`config.mk`:
```
export PLATFORM = sky130hd
export DESIGN_NAME = matrix_unpack_tx
export DESIGN_NICKNAME = d
export VERILOG_FILES = /design/src/rtl/matrix_unpack_tx.sv
export SDC_FILE = /design/constraint.sdc
export NUM_CORES = 1
export LEC_CHECK = 0
export ABC_CLOCK_PERIOD_IN_PS = 4290
export CORE_UTILIZATION = 45
export CTS_BUF_LIST = sky130_fd_sc_hd__clkbuf_8
export CTS_CLUSTER_SIZE = 28
export DETAILED_ROUTE_END_ITERATION = 16
export GPL_TIMING_DRIVEN = 1
export PLACE_DENSITY = 0.82
export SLEW_MARGIN = 10
export SYNTH_ARGS = -nofsm -noshare
export SYNTH_HDL_FRONTEND = slang
export SYNTH_SLANG_ARGS = --single-unit
```
`constraint.sdc`:
```
create_clock -name clk -period 4.29 [get_ports clk]
set_input_delay 0.6435 -clock clk [delete_from_list [all_inputs] [get_ports clk]]
set_output_delay 0.6435 -clock clk [all_outputs]
set_load 0.005 [all_outputs]
```
`src/rtl/matrix_unpack_tx.sv`:
```
// Compacts a 5x5 padded 8-bit result matrix to its active NxN size and streams
// it row-major as 32-bit words (4 elements per word) over valid/ready.
module matrix_unpack_tx #(
  parameter int ELEM_W = 8,
  parameter int DIM    = 5,
  parameter int WORD_W = 32
) (
  input  logic                      clk,
  input  logic                      rst_n,
  input  logic                      start,
  input  logic [1:0]                size,
  input  logic [DIM*DIM*ELEM_W-1:0] matrix_in,
  output logic                      busy,
  output logic [WORD_W-1:0]         word_out,
  output logic                      word_valid,
  input  logic                      word_ready,
  output logic                      word_last,
  output logic                      done
);

  localparam int MAT_W  = DIM * DIM * ELEM_W;
  localparam int PER_W  = WORD_W / ELEM_W;
  localparam int N_WORD = (DIM * DIM + PER_W - 1) / PER_W;
  localparam int N_ELEM = N_WORD * PER_W;

  typedef enum logic [1:0] {IDLE, SEND, DONE} state_t;
  typedef logic [0:N_WORD-1][WORD_W-1:0] img_t;

  // Compact image: element (r,c) of the active NxN block lands at byte r*N+c,
  // unused tail bytes stay zero so the final word is zero-padded.
  function automatic img_t pack(input logic [MAT_W-1:0] m, input logic [1:0] sz);
    logic [0:N_ELEM-1][ELEM_W-1:0] b;
    b = '0;
    for (int s = 0; s < 4; s++) begin
      if (sz == 2'(s)) begin
        for (int r = 0; r < s + 2; r++) begin
          for (int c = 0; c < s + 2; c++) begin
            b[5'(r * (s + 2) + c)] = m[8'(MAT_W - 1 - ELEM_W * (DIM * r + c)) -: ELEM_W];
          end
        end
      end
    end
    return b;
  endfunction

  // Index of the final word for each size: ceil(N*N/4) - 1.
  function automatic logic [2:0] last_of(input logic [1:0] sz);
    case (sz)
      2'b00:   return 3'd0;
      2'b01:   return 3'd2;
      2'b10:   return 3'd3;
      default: return 3'd6;
    endcase
  endfunction

  state_t     state;
  img_t       image;
  img_t       start_image;
  logic [2:0] idx;
  logic [2:0] last_idx;
  logic [2:0] next_idx;

  assign start_image = pack(matrix_in, size);
  assign next_idx    = idx + 3'd1;

  // NOTE: every register here, including the latched image, is assigned with
  // non-blocking <= and cleared on reset so an aborted transfer leaves no stale data.
  always_ff @(posedge clk or negedge rst_n) begin
    if (!rst_n) begin
      state      <= IDLE;
      image      <= '0;
      idx        <= '0;
      last_idx   <= '0;
      busy       <= 1'b0;
      word_out   <= '0;
      word_valid <= 1'b0;
      word_last  <= 1'b0;
      done       <= 1'b0;
    end else begin
      case (state)
        IDLE: begin
          done <= 1'b0;
          busy <= 1'b0;
          if (start) begin
            image      <= start_image;
            idx        <= 3'd0;
            last_idx   <= last_of(size);
            word_out   <= start_image[0];
            word_valid <= 1'b1;
            word_last  <= (size == 2'b00);
            busy       <= 1'b1;
            state      <= SEND;
          end
        end
        SEND: begin
          if (word_ready) begin
            if (idx == last_idx) begin
              word_out   <= '0;
              word_valid <= 1'b0;
              word_last  <= 1'b0;
              done       <= 1'b1;
              state      <= DONE;
            end else begin
              idx       <= next_idx;
              word_out  <= image[next_idx];
              word_last <= (next_idx == last_idx);
            end
          end
        end
        DONE: begin
          done  <= 1'b0;
          busy  <= 1'b0;
          state <= IDLE;
        end
        default: state <= IDLE;
      endcase
    end
  end

endmodule

```
Word level (Yosys, flattened, before mapping):

Index checks and enable logic that the tools add are counted.

* register bits after elaboration: 172
* bits of input ports: 206
* output and inout bits: 36
* word-level logic and storage cells: 71

* add/subtract/negate cells: 1
* $lt $le $gt $ge: 1
* equality and inequality tests: 11
* multiplexer cells: 33
* bitwise gates (word level): 1
* reduce and logical (&&, ||, !) cells: 12

Operators by type and width (count)
* two-way mux 128 bit: 2
* two-way mux 32 bit: 6
* binary-select mux 32 bit (select 3 bit): 1
* two-way mux 72 bit: 1
* one-hot mux 32 bit (2 select lines): 1
* two-way mux 1 bit: 9
* two-way mux 3 bit: 3
* one-hot mux 3 bit (3 select lines): 1
* AND reduction 3 bit: 3
* inequality test 2 bit (second input constant): 4
* one-hot mux 1 bit (2 select lines): 4
* AND reduction 4 bit: 2
* == test 2 bit (second input constant): 3
* == test 3 bit: 2
* two-way mux 2 bit: 3
* one-hot mux 3 bit (2 select lines): 1
* nonzero test 2 bit: 3
* == test 2 x 1 -> 1 bit (second input constant): 2
* greater-or-equal comparator 4 bit (second input constant): 1
* zero test 2 bit: 2
* inverter 3 -> 4 bit: 1
* one-hot mux 2 bit (2 select lines): 1
* adder 3 x 1 -> 3 bit (second input constant): 1
* AND reduction 2 bit: 1
* OR reduction 2 bit: 1

Depth between registers and ports, before layout:

Gate-level depths: netlist (run 1).

* depth in word-level cells: 8
* mapped depth: 7
* gate-level depth less buffers: 5

Worst setup path before layout (run 1):

No wires, ideal clock.

* path kind: flip-flop to flip-flop
* start: register idx[1]
* end: register word_out[0]
* library setup time: 0.090 ns
* arrival time: 1.688 ns
* data required time: 4.200 ns
* setup slack: 2.513 ns
* cell stages (with the launch flop): 7
* path buffers: 2
* clock period less this slack: 1.777 ns
* path through: dfrtp_1 > ha_1 > buf_2 > nor2_1 > buf_2 > a22oi_1 > o31ai_4

* longest elaborated chain between the ends: 8
* elaborated cells on any way between the ends: 9
* those cells by class: add/sub: 1; eq/ne: 1; mux: 6; bitwise: 1

Ends and longest elaborated chain
* from (decl): RTL line 59 `logic [2:0] idx;`
* from (signal assigned): RTL line 104 `idx <= next_idx;`
* adder 3 x 1 -> 3 bit: RTL line 64 `assign next_idx = idx + 3'd1;`
* inverter 3 -> 4 bit (implied by the code): RTL line 105 `word_out <= image[next_idx];`
* binary-select mux 32 bit (select 3 bit): RTL line 105
* two-way mux 32 bit (implied by the code) (2 in a row): RTL line 105
* two-way mux 32 bit (*): RTL line 97 `if (idx == last_idx) begin`
* two-way mux 32 bit (*): RTL line 96 `if (word_ready) begin`
* one-hot mux 32 bit (2 select lines) (*): RTL line 80 `case (state)`
* to (signal assigned): RTL line 88 `word_out <= start_image[0];`
* to (signal assigned): RTL line 105
* to (decl): RTL line 14 `output logic [WORD_W-1:0] word_out,`

Mark *: on every way between the ends. The rest lies on a longest branch, timed or not. The select of a mux whose other input is x is not followed.
A chain may end at the register's enable or synchronous reset.

Worst setup path in the final report (run 1):

* start: input start
* end: register last_idx[0]

* longest elaborated chain between the ends: 1

Ends and longest elaborated chain
* from (decl): RTL line 10 `input logic start,`
* AND reduction 2 bit (no line)
* to (signal assigned): RTL line 87 `last_idx <= last_of(size);`
* to (decl): RTL line 60 `logic [2:0] last_idx;`

Every way passes these cells.

==> impl_metrics.tcl, run 1 <==
set metrics [dict create \
    nets 864 \
    grt_max_degree 80 \
    gr-total-overflow 0 \
    synth_fp_nets 765 \
    ios 242 \
    initial_utilization_pct 46.2 \
    design_area_mm2 0.00772 \
    peakVddDrop_v 0.000312 \
    grt_pass1_wl_um 25600 \
    drt-wirelength-per-cell_um 19.0 \
    synth_top_family_by_area "compound AO/OA/AOI/OAI gates" \
    synth.avg_cell_area_um2 11.0 \
    cp_slowest_cell "buf_4" \
    die_area_mm2 0.0141 \
    dp_hpwl_um 11000 \
    max-slew-margin-rel_pct 44.1 \
    worstReg2RegStart "state[0]$_DFFE_PN0P_" \
    cts_buffer_depth 2 \
    fin_cells 842 \
    area_growth_pct 25.7 \
    die_y_um 119 \
    ant_nets 0 \
    min_path_type "primary input to asynchronous set/reset pin" \
    path_buf_inv 2 \
    setup_viol 0 \
    switching_share_pct 36.3 \
    first_global_vias 4767 \
    io_buffers 121 \
    fin_crit_ns 2.61 \
    clock_power_share_pct 18.1 \
    ys_ff_latch 124 \
    dp_slack_ns 1.17 \
    synthMuxAreaShare_pct 13.9 \
    dpl_cell_area_mm2 0.00737 \
    period_share_pct 60.8 \
    cts-htree-levels 4 \
    drt_iter0_drc 381 \
    first_pass_iters 5 \
    crit_start "start" \
    synth_warnings 0 \
    dp.cells 814 \
    p_int_mw 3.24 \
    final_cell_mix "123 x dfrtp_1, 118 x clkdlybuf4s50_1, 72 x a22o_1, 66 x mux2i_1, 60 x nor2_1" \
    die_w_um 119 \
    pwr-share-seq_pct 40.5 \
    cp_max_fo 79 \
    synth_ff_type "dfrtp_1" \
    grtUsageTotal_pct 23.7 \
    gp_congestion 0.840 \
    clk_latency_ns 0.44 \
    core_mm2 0.0133 \
    cts_buffers 17 \
    cts_tree "built" \
    worst_pin_slew_ns 0.839 \
    diodes 0 \
    critPathTopFamily "buffers and inverters" \
    fin_ws_ns 1.68 \
    synth_compound_area_share_pct 20.3 \
    yosys.area_share.xor_xnor_pct 0.978 \
    hold_buffers 0 \
    nFillCells 1116 \
    netlist_instances 558 \
    antenna_found_initial 1 \
    drive_gt1_share_pct 12.0 \
    clk_pin_slew_ns 0.07 \
    cts_setup_buffers 0 \
    ys_types 38 \
    combPwrFrac_pct 41.4 \
    crit_path_max_incr_delay_ns 0.68 \
    fin_setup_tns_ns 0 \
    clock-sinks 124 \
    p_per_area_mw_per_mm2 660 \
    critPathKind "primary input to flip-flop" \
    drv_cap 0 \
    start_kind "primary input" \
    synth_adder_area_share_pct 0.204 \
    avgViaCountPerCell 5.83 \
    end_kind "flip-flop" \
    drc 0 \
    outcome "finished, final reports clean" \
    synth_edf_count 0 \
    yosysSeqAreaShare_pct 50.6 \
    fmax_mhz 384 \
    yosys.area_share.simple_pct 9.74 \
    layout_commonest_cell "dfrtp_1" \
    rsz0062_at_grt "no" \
    required_ns 4.62 \
    row_count 42 \
    arrival_ns 2.94 \
    cts_root_buf "clkbuf_8" \
    postSynth.asyncResetShare_pct 100 \
    power_mw 5.09 \
    num_vias 4910 \
    crit_chain "clkdlybuf4s50_1 > nand2b_1 > or2_4 > buf_4 > mux2_2" \
    switchingPower_mw 1.85 \
    fin_worst_skew_ns 0.00835 \
    cts_resized 0 \
    p_leak_nw 3.48 \
    syn_area_mm2 0.00614 \
    drv_slew 0 \
    hold_viol 0 \
    routed_wl_um 16000 \
]
-- worst paths after layout --
path                       cells after the start  slack (ns)                       end
max                                            5        1.68   last_idx[0]$_DFFE_PN0P_
min                                            1        0.24   word_out[8]$_DFFE_PN0P_
max reg2reg                                    4        1.80   last_idx[0]$_DFFE_PN0P_
min reg2reg                                    2        0.48  word_out[25]$_DFFE_PN0P_
max in group asynchronous                      2        3.09        idx[0]$_DFFE_PN0P_
min in group clk                               2        0.48  word_out[25]$_DFFE_PN0P_
-- per-layer routing --
metal / up-vias / GRT usage, % / share of wire [%]
met1: 2427 / 33.9 / 46
met5: - / 0 / 0.10
met4: 2 / 7.36 / 1.5
met2: 247 / 34.4 / 44
li1: 2214 / - / -
met3: 20 / 6.90 / 8.1
-- cells in the mapped netlist, types with 2 or more instances --
| cell | n | area share [%] |
|---|---|---|
| nand2b_1 | 8 | 0.82 |
| a22o_1 | 72 | 10 |
| nor3_1 | 3 | 0.24 |
| a21oi_1 | 13 | 1.1 |
| nand3_1 | 2 | 0.16 |
| buf_6 | 5 | 0.92 |
| nand2_1 | 54 | 3.3 |
| buf_1 | 2 | 0.12 |
| mux2_2 | 17 | 3.1 |
| nor2b_1 | 4 | 0.41 |
| o21ai_2 | 10 | 1.4 |
| clkbuf_1 | 18 | 1.1 |
| xor2_1 | 4 | 0.57 |
| buf_2 | 23 | 1.9 |
| dfrtp_1 | 124 | 51 |
| o21ai_0 | 19 | 1.5 |
| nor2_1 | 60 | 3.7 |
| o31ai_1 | 9 | 1.1 |
| o31ai_2 | 9 | 1.8 |
| mux2i_1 | 66 | 11 |
| buf_4 | 2 | 0.24 |
| a22oi_1 | 18 | 2.2 |
-- cell type report --
| cell class | count | area (um^2) | area share, % |
|---|---|---|---|
| clock buffers | 21 | 289 | 3.75 |
| well taps | 176 | 220 | 2.85 |
| clock inverters | 7 | 53.8 | 0.697 |
| flip-flops and latches | 124 | 3100 | 40.2 |
| inverters | 1 | 3.75 | 0.0486 |
| repair buffers | 130 | 1270 | 16.4 |
| multi-input cells | 383 | 2780 | 36.0 |
-- cells by family (layout without fill, tap and decap cells) --
kind of cell | after synthesis | count (layout)
AO/OA/AOI/OAI | 155 | 155
AND/OR/NAND/NOR | 138 | 138
flip-flops | 124 | 124
multiplexers | 83 | 83
buffers and inverters | 51 | 159
XOR/XNOR | 6 | 6
adder cells (fa/ha/maj) | 1 | 1
-- flip-flops by register name, indices dropped and copies added (netlist names) --
signal      count
done            1
idx             3
state           2
image          80
word_valid      1
word_last       1
last_idx        3
busy            1
word_out       32
-- power by group through the flow --
stage / logic, mW / registers, mW / clock network (mW)
3_3_place_gp: 2.03 / 2.04 / 0
3_5_place_dp: 2.11 / 2.07 / 0
5_1_grt: 2.29 / 2.12 / 0.987
6_report: 2.11 / 2.06 / 0.921
2_1_floorplan: 1.44 / 1.97 / 0
4_1_cts: 2.11 / 2.06 / 0.932
-- per-stage QoR --
stage,utilization [%],hold slack (ns)
4_1_cts,58.0,0.240
3_3_place_gp,55.4,0.461
5_1_grt,58.0,0.263
2_1_floorplan,-,0.348
6_report,58.0,0.242
3_5_place_dp,55.4,0.471
No activity file was read; power rests on OpenSTA's default activity.
==> run 2: changes to the inputs <==
--- a/config.mk
+++ b/config.mk
@@ -5,7 +5,7 @@
 export SDC_FILE = /design/constraint.sdc
 export NUM_CORES = 1
 export LEC_CHECK = 0
-export ABC_CLOCK_PERIOD_IN_PS = 4290
+export ABC_CLOCK_PERIOD_IN_PS = 2500
 export CORE_UTILIZATION = 45
 export CTS_BUF_LIST = sky130_fd_sc_hd__clkbuf_8
 export CTS_CLUSTER_SIZE = 28
==> constraint.sdc (replaced) <==
create_clock -name clk -period 2.5 [get_ports clk]
set_input_delay 0.375 -clock clk [delete_from_list [all_inputs] [get_ports clk]]
set_output_delay 0.375 -clock clk [all_outputs]
set_load 0.005 [all_outputs]
==> impl_metrics.tcl, run 2 (synthesis results as in run 1) <==
set metrics [dict create \
    outcome "finished, final reports clean" \
    fmax_mhz 495 \
    worstRegToRegCells 4 \
    fin_setup_tns_ns 0 \
    dpl_cell_area_mm2 0.00746 \
    gr-total-overflow 0 \
    io_buffers 121 \
    ios 242 \
    final_cell_mix "123 x dfrtp_1, 118 x clkdlybuf4s50_1, 72 x a22o_1, 66 x mux2i_1, 60 x nor2_1" \
    fin_cells 851 \
    period_share_pct 80.8 \
    diodes 0 \
    drt-wirelength-per-cell_um 19.4 \
    cts_root_buf "clkbuf_8" \
    start_kind "flip-flop" \
    clock-sinks 124 \
    grt_max_degree 64 \
    rsz0062_at_grt "no" \
    arrival_ns 2.38 \
    min_path_type "primary input to flip-flop" \
    p_per_area_mw_per_mm2 1180 \
    reg_top3 "image x80, word_out x32" \
    grt_pass1_wl_um 26500 \
    reg2reg_slack_ns 0.48 \
    hp-start "size[1]" \
    max-slew-margin-rel_pct 57.1 \
    row_count 42 \
    setup_viol 0 \
    fin_worst_skew_ns 0.0148 \
    critPathKind "flip-flop to flip-flop" \
    p_leak_nw 3.58 \
    layout_commonest_cell "dfrtp_1" \
    die_area_mm2 0.0141 \
    dp_hpwl_um 11700 \
    worst_pin_slew_ns 0.643 \
    hold_viol 0 \
    cts_buffer_depth 2 \
    clk_pin_slew_ns 0.07 \
    num_vias 4979 \
    min_path_cells 3 \
    reg2reg_to "word_out[19]$_DFFE_PN0P_" \
    grtUsageTotal_pct 24.9 \
    peakVddDrop_v 0.000505 \
    cts_buffers 17 \
    fin_crit_ns 2.02 \
    avgViaCountPerCell 5.85 \
    die_w_um 119 \
    final_core_util_pct 59.7 \
    nets 870 \
    first_pass_iters 4 \
    initial_utilization_pct 46.2 \
    worstHoldEndpoint "last_idx[2]$_DFFE_PN0P_" \
    drc 0 \
    antenna_found_initial 1 \
    worstReg2RegStart "idx[0]$_DFFE_PN0P_" \
    ant_nets 0 \
    power_mw 9.33 \
    cp_max_fo 16 \
    design_area_mm2 0.00794 \
    routed_wl_um 16500 \
    largest_register "image" \
    clk_latency_ns 0.46 \
    drt_iter0_drc 428 \
    cts-htree-levels 4 \
    gp_congestion 0.857 \
    largest_reg_flops 80 \
    die_y_um 119 \
    first_global_vias 4970 \
    end_kind "flip-flop" \
    area_growth_pct 29.3 \
    core_mm2 0.0133 \
    dp.cells 819 \
    cts_tree "built" \
    drive_gt1_share_pct 13.2 \
    required_ns 2.86 \
    drv_slew 0 \
    drv_cap 0 \
]
==> run 2: metrics by stage <==
stage	setup WS [ns]	hold WS [ns]
final	0.480	0.349
after global routing	0.333	0.386
after CTS	0.468	0.318
after detailed placement	0.338	0.436
after global placement	0.375	0.415
after floorplan	0.723	0.0794
==> run 2: power by group <==
group | switching (mW) | internal, mW | total, mW
logic | 1.83 | 1.83 | 3.66
registers | 0.662 | 2.93 | 3.59
clock network | 0.771 | 1.30 | 2.07
total | 3.26 | 6.07 | 9.33
==> run 2: how the worst max path moves through the flow <==
stage / from / endpoint / slack (ns)
after floorplan: idx[1]$_DFFE_PN0P_ / word_out[0]$_DFFE_PN0P_ / 0.72
after global placement: start / image[175]$_DFFE_PN0P_ / 0.38
after detailed placement: start / image[165]$_DFFE_PN0P_ / 0.34
after CTS: idx[0]$_DFFE_PN0P_ / word_out[19]$_DFFE_PN0P_ / 0.47
after global routing: idx[0]$_DFFE_PN0P_ / word_out[19]$_DFFE_PN0P_ / 0.33
final: idx[0]$_DFFE_PN0P_ / word_out[19]$_DFFE_PN0P_ / 0.48
==> run 2: timing repair <==
action,4_1_cts,5_1_grt
hold endpoints to repair,45,0
gates resized for setup,0,0
setup buffers,0,0
hold buffers,1,0
==> run 2: layer usage <==
layer,vias up,track usage (%),wire length (um)
li1,2228,-,-
met1,2456,34.0,7460
met3,33,8.11,1360
met2,260,36.7,7320
met4,2,9.26,346
met5,-,0,13
==> run 2: cell type report <==
type	count	area, um^2
fill	1056	5360
sequential	124	3100
clock inverter	9	166
multi-input combinational	383	2770
timing repair buffer	136	1370
inverter	1	3.75
tap	176	220
clock buffer	22	303
==> run 2: critical path, cell delays in order, from the launching register on <==
cell and delay, ns:
dfrtp_2 0.55, xor2_1 0.32, or3_1 0.36, nand4_4 0.38, o21ai_0 0.30
==> run 3: changes to the inputs <==
--- a/config.mk
+++ b/config.mk
@@ -5,13 +5,13 @@
 export SDC_FILE = /design/constraint.sdc
 export NUM_CORES = 1
 export LEC_CHECK = 0
-export ABC_CLOCK_PERIOD_IN_PS = 2500
-export CORE_UTILIZATION = 45
+export ABC_CLOCK_PERIOD_IN_PS = 1800
+export CORE_UTILIZATION = 41
 export CTS_BUF_LIST = sky130_fd_sc_hd__clkbuf_8
 export CTS_CLUSTER_SIZE = 28
 export DETAILED_ROUTE_END_ITERATION = 16
 export GPL_TIMING_DRIVEN = 1
-export PLACE_DENSITY = 0.82
+export PLACE_DENSITY = 0.79
 export SLEW_MARGIN = 10
 export SYNTH_ARGS = -nofsm -noshare
 export SYNTH_HDL_FRONTEND = slang
==> constraint.sdc (replaced) <==
create_clock -name clk -period 1.8 [get_ports clk]
set_input_delay 0.27 -clock clk [delete_from_list [all_inputs] [get_ports clk]]
set_output_delay 0.27 -clock clk [all_outputs]
set_load 0.005 [all_outputs]
==> impl_metrics.tcl, run 3 (synthesis results as in run 1) <==
set metrics [dict create \
    outcome "finished, final reports clean" \
    routed_wl_um 16400 \
    first_global_vias 4945 \
    cts_buffers 17 \
    cp_max_fo 16 \
    seq_area_mm2 0.00310 \
    worst_pin_slew_ns 0.647 \
    die_y_um 124 \
    nFillCells 1220 \
    clk_pin_slew_ns 0.07 \
    reg_top3 "image x80, word_out x32" \
    antenna_found_initial 1 \
    drt_iter0_drc 295 \
    fin_crit_ns 1.68 \
    dpl_cell_area_mm2 0.00760 \
    final_cell_mix "123 x dfrtp_1, 118 x clkdlybuf4s50_1, 72 x a22o_1, 66 x mux2i_1, 60 x nor2_1" \
    dp.cells 839 \
    end_kind "flip-flop" \
    fin_setup_tns_ns 0 \
    largest_reg_flops 80 \
    start_kind "flip-flop" \
    gr-total-overflow 0 \
    setup_viol 0 \
    io_buffers 121 \
    min_path_type "primary input to flip-flop" \
    cts_buffer_depth 2 \
    peakVddDrop_v 0.000719 \
    cts_tree "built" \
    clk_latency_ns 0.44 \
    p_leak_nw 3.62 \
    drv_cap 0 \
    nets 883 \
    die_w_um 124 \
    required_ns 2.14 \
    gp_congestion 0.857 \
    drv_slew 0 \
    drt-wirelength-per-cell_um 18.8 \
    fin_worst_skew_ns 0.00958 \
    multiInputGateArea_mm2 0.00279 \
    grt_max_degree 51 \
    drc 0 \
    arrival_ns 2.02 \
    avgViaCountPerCell 5.59 \
    fin_cells 872 \
    grt_pass1_wl_um 26600 \
    fmax_mhz 594 \
    dp_hpwl_um 11900 \
    design_area_mm2 0.00802 \
    rsz0062_at_grt "no" \
    row_count 44 \
    cts_root_buf "clkbuf_8" \
    initial_utilization_pct 42.1 \
    max-slew-margin-rel_pct 56.8 \
    area_growth_pct 30.6 \
    num_vias 4875 \
    core_mm2 0.0146 \
    die_area_mm2 0.0155 \
    first_pass_iters 5 \
    cts-htree-levels 4 \
    ant_nets 0 \
    hold_viol 0 \
    period_share_pct 93.6 \
    drive_gt1_share_pct 15.1 \
    grtUsageTotal_pct 22.1 \
    p_per_area_mw_per_mm2 1580 \
    critPathKind "flip-flop to flip-flop" \
    largest_register "image" \
    ios 242 \
    clock-sinks 124 \
    layout_commonest_cell "dfrtp_1" \
    power_mw 12.7 \
]
-- run 3: critical path: stages (launching register included) --
cell	delay, ns
dfrtp_2	0.43
ha_1	0.26
xor2_1	0.21
nor2_4	0.17
nand2_4	0.20
o31ai_1	0.30
-- run 3: repair_timing --
action                     4_1_cts  5_1_grt
pin swaps                        1        0
setup buffers                    1        0
hold endpoints to repair        31        0
setup endpoints to repair        3        4
gates resized for setup          0        2
hold buffers                     1        0
-- run 3: path summary, 6_finish.rpt --
path	from	end	slack, ns	cells after the start
worst max-delay path	idx[0]$_DFFE_PN0P_	word_out[12]$_DFFE_PN0P_	0.12	5
worst min-delay path	size[1]	last_idx[2]$_DFFE_PN0P_	0.22	3
worst max register to register	idx[0]$_DFFE_PN0P_	word_out[12]$_DFFE_PN0P_	0.12	5
worst min register to register	word_out[13]$_DFFE_PN0P_	word_out[13]$_DFFE_PN0P_	0.48	2
max in group asynchronous	rst_n	idx[0]$_DFFE_PN0P_	0.89	3
min in group asynchronous	rst_n	image[145]$_DFFE_PN0P_	0.34	2
-- run 3: metal layers --
layer / track usage, % / routed length, um / vias to the layer above
met1: 30.8 / 7450 / 2407
li1: - / - / 2257
met2: 34.4 / 7680 / 196
met5: 0 / 0 / -
met3: 5.76 / 1150 / 15
met4: 4.82 / 165 / 0
-- run 3: area by class of cell --
cell class              count  share of cell area (%)
clock inverters            10                    1.25
multi-input cells         383                    34.7
well taps                 184                    2.87
flip-flops and latches    124                    38.7
clock buffers              20                    3.43
repair buffers            149                    18.9
inverters                   1                  0.0468
diodes                      1                  0.0312
-- run 3: through the flow --
step	worst slack, ns	hold slack (ns)	util, %
after global placement	0.00824	0.251	52.1
after detailed placement	0.00272	0.267	52.1
final	0.116	0.218	54.9
after global routing	0.0185	0.232	54.9
after floorplan	0.0226	-0.0256	-
after CTS	0.0431	0.206	54.8
-- run 3: power by group --
group          switching [mW]  internal, mW
clock network            1.04          1.30
registers               0.823          4.07
logic                    2.70          2.73
total                    4.56          8.11
